`src/rtl/vga_pkg.sv`:
```
`default_nettype none
// ------------------------------------------------------------------
// vga_pkg: shared screen geometry, default widths and blitter states.
// Revision: 1.0
// ------------------------------------------------------------------
package vga_pkg;

  localparam int         VGA_SCREEN_X    = 160;
  localparam int         VGA_SCREEN_Y    = 120;
  localparam int         VGA_WIDTH_X     = 8;
  localparam int         VGA_WIDTH_Y     = 7;
  localparam logic [2:0] VGA_TRANSPARENT = 3'b000;

  typedef enum logic [1:0] {
    IDLE   = 2'd0,
    SCAN   = 2'd1,
    DRAIN  = 2'd2,
    FINISH = 2'd3
  } blit_state_t;

endpackage
`default_nettype wire

```
`src/rtl/blit_scanner.sv`:
```
`default_nettype none
// ------------------------------------------------------------------
// blit_scanner: raster-order sprite read counter with last-pixel flag.
// Revision: 1.0
// ------------------------------------------------------------------
module blit_scanner
  import vga_pkg::*;
#(
  parameter int WIDTH_X = VGA_WIDTH_X,
  parameter int WIDTH_Y = VGA_WIDTH_Y
) (
  input  logic               clk,
  input  logic               resetn,
  input  logic               clear,
  input  logic               advance,
  input  logic [WIDTH_X-1:0] spr_w,
  input  logic [WIDTH_Y-1:0] spr_h,
  output logic [WIDTH_X-1:0] src_x,
  output logic [WIDTH_Y-1:0] src_y,
  output logic               last
);

  logic [WIDTH_X-1:0] r_w;
  logic [WIDTH_Y-1:0] r_h;
  logic               w_end_x;
  logic               w_end_y;

  assign w_end_x = (src_x == r_w - WIDTH_X'(1));
  assign w_end_y = (src_y == r_h - WIDTH_Y'(1));
  assign last    = w_end_x && w_end_y;

  // Size is captured with the clear so the wrap points stay fixed for the blit.
  always_ff @(posedge clk or negedge resetn) begin
    if (!resetn) begin
      r_w   <= '0;
      r_h   <= '0;
      src_x <= '0;
      src_y <= '0;
    end else if (clear) begin
      r_w   <= spr_w;
      r_h   <= spr_h;
      src_x <= '0;
      src_y <= '0;
    end else if (advance && !last) begin
      if (w_end_x) begin
        src_x <= '0;
        src_y <= src_y + WIDTH_Y'(1);
      end else begin
        src_x <= src_x + WIDTH_X'(1);
      end
    end
  end

endmodule
`default_nettype wire

```
`src/rtl/sprite_blitter.sv`:
```
`default_nettype none
// ------------------------------------------------------------------
// sprite_blitter: copies a sprite from RAM to a clipped VGA pixel-write port.
// Revision: 1.0
// ------------------------------------------------------------------
module sprite_blitter
  import vga_pkg::*;
#(
  parameter int         WIDTH_X     = VGA_WIDTH_X,
  parameter int         WIDTH_Y     = VGA_WIDTH_Y,
  parameter int         SCREEN_X    = VGA_SCREEN_X,
  parameter int         SCREEN_Y    = VGA_SCREEN_Y,
  parameter logic [2:0] TRANSPARENT = VGA_TRANSPARENT
) (
  input  logic               clk,
  input  logic               resetn,
  input  logic               start,
  input  logic [WIDTH_X-1:0] origin_x,
  input  logic [WIDTH_Y-1:0] origin_y,
  input  logic [WIDTH_X-1:0] spr_w,
  input  logic [WIDTH_Y-1:0] spr_h,
  output logic [WIDTH_X-1:0] src_x,
  output logic [WIDTH_Y-1:0] src_y,
  input  logic [2:0]         src_color,
  output logic [WIDTH_X-1:0] vga_x,
  output logic [WIDTH_Y-1:0] vga_y,
  output logic [2:0]         vga_color,
  output logic               vga_plot,
  output logic               busy,
  output logic               done
);

  localparam logic [WIDTH_X:0] c_screen_x = (WIDTH_X + 1)'(SCREEN_X);
  localparam logic [WIDTH_Y:0] c_screen_y = (WIDTH_Y + 1)'(SCREEN_Y);

  blit_state_t        r_state;
  blit_state_t        w_next;
  logic               r_drain;
  logic               w_accept;
  logic               w_nonzero;
  logic               w_last;
  logic [WIDTH_X-1:0] r_org_x;
  logic [WIDTH_Y-1:0] r_org_y;
  logic               r_p1_valid;
  logic [WIDTH_X-1:0] r_p1_x;
  logic [WIDTH_Y-1:0] r_p1_y;
  logic [WIDTH_X:0]   w_sum_x;
  logic [WIDTH_Y:0]   w_sum_y;

  assign w_nonzero = (spr_w != '0) && (spr_h != '0);

  blit_scanner #(
    .WIDTH_X (WIDTH_X),
    .WIDTH_Y (WIDTH_Y)
  ) u_scanner (
    .clk     (clk),
    .resetn  (resetn),
    .clear   (w_accept && w_nonzero),
    .advance (r_state == SCAN),
    .spr_w   (spr_w),
    .spr_h   (spr_h),
    .src_x   (src_x),
    .src_y   (src_y),
    .last    (w_last)
  );

  always_ff @(posedge clk or negedge resetn) begin
    if (!resetn) r_state <= IDLE;
    else         r_state <= w_next;
  end

  // FINISH also accepts start so blits can run back to back.
  always_comb begin
    w_next   = r_state;
    w_accept = 1'b0;
    busy     = 1'b0;
    done     = 1'b0;
    case (r_state)
      IDLE: begin
        if (start) begin
          w_accept = 1'b1;
          w_next   = w_nonzero ? SCAN : FINISH;
        end
      end
      SCAN: begin
        busy = 1'b1;
        if (w_last) w_next = DRAIN;
      end
      DRAIN: begin
        busy = 1'b1;
        if (r_drain) w_next = FINISH;
      end
      FINISH: begin
        done   = 1'b1;
        w_next = IDLE;
        if (start) begin
          w_accept = 1'b1;
          w_next   = w_nonzero ? SCAN : FINISH;
        end
      end
      default: w_next = IDLE;
    endcase
  end

  assign w_sum_x = {1'b0, r_org_x} + {1'b0, r_p1_x};
  assign w_sum_y = {1'b0, r_org_y} + {1'b0, r_p1_y};

  // Stage 1 aligns coordinates with the one-cycle RAM latency; stage 2 is the write port.
  always_ff @(posedge clk or negedge resetn) begin
    if (!resetn) begin
      r_drain    <= 1'b0;
      r_org_x    <= '0;
      r_org_y    <= '0;
      r_p1_valid <= 1'b0;
      r_p1_x     <= '0;
      r_p1_y     <= '0;
      vga_x      <= '0;
      vga_y      <= '0;
      vga_color  <= '0;
      vga_plot   <= 1'b0;
    end else begin
      r_drain <= (r_state == DRAIN) && !r_drain;
      if (w_accept) begin
        r_org_x <= origin_x;
        r_org_y <= origin_y;
      end
      r_p1_valid <= (r_state == SCAN);
      r_p1_x     <= src_x;
      r_p1_y     <= src_y;
      vga_x      <= w_sum_x[WIDTH_X-1:0];
      vga_y      <= w_sum_y[WIDTH_Y-1:0];
      vga_color  <= src_color;
      vga_plot   <= r_p1_valid && (w_sum_x < c_screen_x) && (w_sum_y < c_screen_y)
                    && (src_color != TRANSPARENT);
    end
  end

endmodule
`default_nettype wire

```
`config.mk`:
```
export PLATFORM = sky130hd
export DESIGN_NAME = sprite_blitter
export DESIGN_NICKNAME = d
export VERILOG_FILES = /design/src/rtl/vga_pkg.sv /design/src/rtl/blit_scanner.sv /design/src/rtl/sprite_blitter.sv
export SDC_FILE = /design/constraint.sdc
export NUM_CORES = 1
export LEC_CHECK = 0
export CORE_MARGIN = 2
export CORE_UTILIZATION = 53
export DETAILED_ROUTE_END_ITERATION = 6
export PLACE_DENSITY = 0.77
export REMOVE_ABC_BUFFERS = 1
export SLEW_MARGIN = 20
export SYNTH_ARGS = -nofsm -noshare
export SYNTH_HDL_FRONTEND = slang
export SYNTH_SLANG_ARGS = --single-unit
```
`constraint.sdc`:
```
create_clock -name clk -period 3.5 [get_ports clk]
set_input_delay 0.7 -clock clk [delete_from_list [all_inputs] [get_ports clk]]
set_output_delay 0.7 -clock clk [all_outputs]
set_load 0.005 [all_outputs]
```
### Yosys cells after proc, flatten, opt, wreduce, memory -nomap -nowiden

Cells that the tools add are included.

* flip-flop bits (word level): 83

* reduce and logical (&&, ||, !) cells: 20
* muxes and demuxes: 16
* add/subtract/negate cells: 6
* equal/unequal tests: 8
* magnitude comparators: 2

Operators by type and width (number)
* $mux W8: 3
* $mux W7: 3
* $mux W2: 5
* $add A8 B8 Y9: 1
* $lt A9 B8 Y1 const B: 1
* $add A7 B7 Y8: 1
* $add A8 B1 Y8 const B: 1
* $eq A8 B8 Y1: 1
* $logic_and A1 B1 Y1: 8
* $lt A8 B7 Y1 const B: 1
* $pmux W2 S4: 1
* $reduce_bool A8 Y1: 1
* $sub A8 B1 Y8 const B: 1
* $add A7 B1 Y7 const B: 1
* $eq A7 B7 Y1: 1
* $reduce_bool A7 Y1: 1
* $sub A7 B1 Y7 const B: 1
* $ne A2 B2 Y1 const B: 3
* $eq A2 B2 Y1 const B: 2
* $mux W1: 4
* $reduce_bool A2 Y1: 2
* $reduce_or A2 Y1: 2
* $reduce_and A3 Y1: 1
* $reduce_bool A3 Y1: 1
* other kinds (4): 5

### Longest topological paths before layout

* word-level depth: 7
* depth in mapped cells: 10
* depth with buffers taken out: 10

### Hierarchy

A second synthesis with hierarchy kept.

* cell total of the unflattened synthesis: 379
* area, all modules: 4256.6 um^2

By module, submodules not included
* sprite_blitter: sequential area each 1326.3 um^2, area each 2302.2 um^2, instances 1, cells an instance 177
* blit_scanner: sequential area each 750.7 um^2, area each 1954.4 um^2, instances 1, cells an instance 202

### Worst setup path after synthesis

OpenSTA, ideal clock, no wires.

* path type: register -> register
* from: register u_scanner.r_w[0]
* to: register u_scanner.src_y[6]
* setup time: 0.077 ns
* required time: 3.423 ns
* setup slack: 0.947 ns
* cell stages (with the launch flop): 10
* clock period less this slack: 2.553 ns
* arrival time: 2.476 ns
* cells stage by stage: dfrtp_1 inv_1 ha_1 nor3b_1 a21oi_1 nand4b_1 a211o_2 or4b_4 or3_1 a21oi_1

* cells in the longest elaborated chain, start to end: 7
* elaborated cells on any way between the ends: 8

Ends and longest elaborated chain
* start: declaration: line blit_scanner.sv:23 `logic [WIDTH_X-1:0] r_w;`
* start signal: assignment: line blit_scanner.sv:40 `r_w <= spr_w;`
* $sub A8 B1 Y8 (*): line blit_scanner.sv:28 `assign w_end_x = (src_x == r_w - WIDTH_X'(1));`
* $eq A8 B8 Y1 (*): line blit_scanner.sv:28
* $logic_and A1 B1 Y1: line blit_scanner.sv:30 `assign last = w_end_x && w_end_y;`
* $logic_not A1 Y1: line blit_scanner.sv:44 `end else if (advance && !last) begin`
* $logic_and A1 B1 Y1: line blit_scanner.sv:44
* $reduce_bool A2 Y1 (no source line)
* $reduce_and A2 Y1 (no source line) (*)
* end signal: assignment: line blit_scanner.sv:47 `src_y <= src_y + WIDTH_Y'(1);`
* end: declaration: line blit_scanner.sv:19 `output logic [WIDTH_Y-1:0] src_y,`

Every way passes the cells marked *; elsewhere a longest branch is shown, timed or not.
A chain may end at the register's enable or synchronous reset.

### Worst setup path in the final report

Same ends and word-level chain as after synthesis.

==> impl_metrics.json <==
{
  "yosysWarnings": 0,
  "cpLargestDelayFamily": "simple AND/OR/NAND/NOR gates",
  "hold_buffers": 0,
  "synth_top_area_cell": "dfrtp_1",
  "cts_htree_levels": 3,
  "post_cts_resized": 0,
  "drv_slew": 0,
  "fin_tns_setup_ns": 0,
  "ys_seq_area_share_pct": 50.5,
  "cp_slowest_stage_delay_ns": 0.54,
  "muxShareOfSynthArea_pct": 4.32,
  "syn_to_final_growth_pct": 25.9,
  "grt_overflow": 0,
  "synthXorXnorAreaFrac_pct": 5.54,
  "worstPathBufferInverterCount": 1,
  "diodes": 0,
  "die_w_um": 92.1,
  "clkTransAtPathRegs_ns": 0.09,
  "synth_top_family_by_area": "simple AND/OR/NAND/NOR gates",
  "cpMostUsedCell": "a21oi_1",
  "synth.area.top_cells": "dfrtp_1, ha_1, nand2_1",
  "num_rows": 32,
  "setup_viol": 0,
  "synth_compound_area_share_pct": 10.7,
  "synth_top_area_share_pct": 50.5,
  "cts_sinks": 83,
  "layout-drive-gt1-share_pct": 9.92,
  "netlist_area_um2": 4110,
  "place.gp.congestion": 0.819,
  "antenna_found_initial": 0,
  "place.port_buffers": 71,
  "post-route-period-util_pct": 82.2,
  "netlist_instances": 388,
  "leakage_uw": 0.00230,
  "clk_latency_ns": 0.35,
  "cts_setup_buffers": 0,
  "synth_fa_ha_area_share_pct": 8.28,
  "grt_pass1_wl_um": 14000,
  "track_usage_pct": 20.6,
  "dieArea_um2": 8470,
  "critPathKind": "register to register",
  "fin_crit_ns": 2.88,
  "wl_met1_um": 3580,
  "whs_ns": 0.221,
  "vdd_drop_max_v": 0.000362,
  "nets": 531,
  "first_global_vias": 3100,
  "grt_max_degree": 84,
  "final_common_cell": "dfrtp_1",
  "synth_area_per_cell_um2": 10.6,
  "post-route-util_pct": 68.0,
  "clock_skew_ns": 0.00851,
  "synthSimpleGateAreaFrac_pct": 17.2,
  "clockBufferDepth": 2,
  "required_ns": 3.78,
  "drt-vias-per-instance": 5.41,
  "power.density_nw_per_um2": 780,
  "wl_met3_um": 404,
  "met2RoutedLength_um": 4240,
  "first_pass_iters": 4,
  "synth_edf_count": 0,
  "num_vias": 3119,
  "status": "finished, final reports clean",
  "hold_path_class": "input port to asynchronous set/reset pin",
  "rsz0062_at_grt": "no",
  "drc": 0,
  "path_max_fanout": 5,
  "root_buffer": "clkbuf_8",
  "max_cap_viol_count": 0,
  "max_freq_ghz": 0.347,
  "dp_hpwl_um": 5910,
  "core_um2": 7610,
  "cp_slowest_cell": "or4b_4",
  "design_area_um2": 5170,
  "routedWlPerCell_um": 14.4,
  "start_util_pct": 54.0,
  "boundaryPins": 72,
  "cp.arrival_ns": 3.15,
  "cp-end-kind": "register",
  "ys.flop_type": "dfrtp_1",
  "cts_tree": "done",
  "die_h_um": 92.1,
  "synthArstFlopShare_pct": 100,
  "synth_cell_types": 54,
  "drtIter0Drc": 150,
  "highest_layer": "met4",
  "worstMarginPinSlew_ns": 0.527,
  "placed_cell_area_um2": 4940,
  "ant_nets": 0,
  "startpoint_type": "register",
  "path_cells": "inv_1, ha_1, nor3b_1, a21oi_1, nand4b_1, a211o_2, or4b_4, or3_1, a21oi_1",
  "wirelength_um": 8270,
  "hold_viol": 0,
  "slew_headroom_pct": 64.7,
  "cts_buffers": 9,
  "final_cell_mix": "dfrtp_1, clkdlybuf4s50_1, nand2_1, inv_1, ha_1",
  "ys_ff_latch": 83
}
==> state kept, by name, summed over array words and instances, names as in the netlist, 2 cells and up <==
register and count:
r_p1_x 8, u_scanner.src_x 8, r_p1_y 7, vga_color 3, vga_x 8, r_org_x 8, r_state 2, u_scanner.r_w 8
u_scanner.r_h 7, r_org_y 7, vga_y 7, u_scanner.src_y 7
==> worst paths after layout <==
kind                            slack [ns]                          from                              to  cells after the start
worst max-delay path                  0.62  u_scanner.r_w[0]$_DFFE_PN0P_  u_scanner.src_y[6]$_DFFE_PN0P_                      9
worst min register to register        0.43             r_drain$_DFF_PN0_               r_drain$_DFF_PN0_                      1
min in group clk                      0.43             r_drain$_DFF_PN0_               r_drain$_DFF_PN0_                      1
worst min-delay path                  0.22                        resetn              vga_y[1]$_DFF_PN0_                      1
worst max register to register        0.62  u_scanner.r_w[0]$_DFFE_PN0P_  u_scanner.src_y[6]$_DFFE_PN0P_                      9
max in group asynchronous             2.70                        resetn    u_scanner.r_w[1]$_DFFE_PN0P_                      2
==> logic make-up after synthesis <==
kind of cell             count (synthesis)
adder cells (fa/ha/maj)                 26
AND/OR/NAND/NOR                        134
multiplexers                            16
flip-flops                              83
AO/OA/AOI/OAI                           70
buffers and inverters                   33
XOR/XNOR                                26
==> cell usage after synthesis (all sizes together), types with 4 or more instances <==
master,count
mux2,14
inv,26
or4,6
a21oi,19
a21o,4
nor2,22
o21ai,19
clkbuf,5
o211ai,5
or3,4
ha,24
xor2,5
nor3b,4
xnor2,21
nand2,56
nand3,11
nor3,4
a31oi,4
dfrtp,83
==> area by class of cell <==
| class | count | area [µm²] |
|---|---|---|
| Timing Repair Buffer | 77 | 773 |
| Inverter | 26 | 97.6 |
| Fill cell | 608 | 2430 |
| Clock inverter | 6 | 70.1 |
| Clock buffer | 10 | 138 |
| Multi-Input combinational cell | 272 | 1890 |
| Sequential cell | 83 | 2080 |
| Tap cell | 102 | 128 |
==> metal layers <==
layer / GRT usage, % / up-vias
met1: 26.3 / 1519
li1: - / 1511
met4: 6.47 / 0
met5: 0 / -
met2: 35.6 / 85
met3: 3.86 / 4
==> power breakdown <==
group          internal, µW  switching, µW
registers              1300            264
logic                   913            851
clock network           354            358
==> through the flow <==
step | total power (µW) | std cells | setup WS [ns]
3_3_place_gp | 3250 | 559 | 0.863
4_1_cts | 4060 | 575 | 0.642
5_1_grt | 4340 | 576 | 0.482
3_5_place_dp | 3330 | 559 | 0.682
2_1_floorplan | 2670 | 381 | 0.691
6_report | 4030 | 576 | 0.622
(Power assumes the default switching activity.)
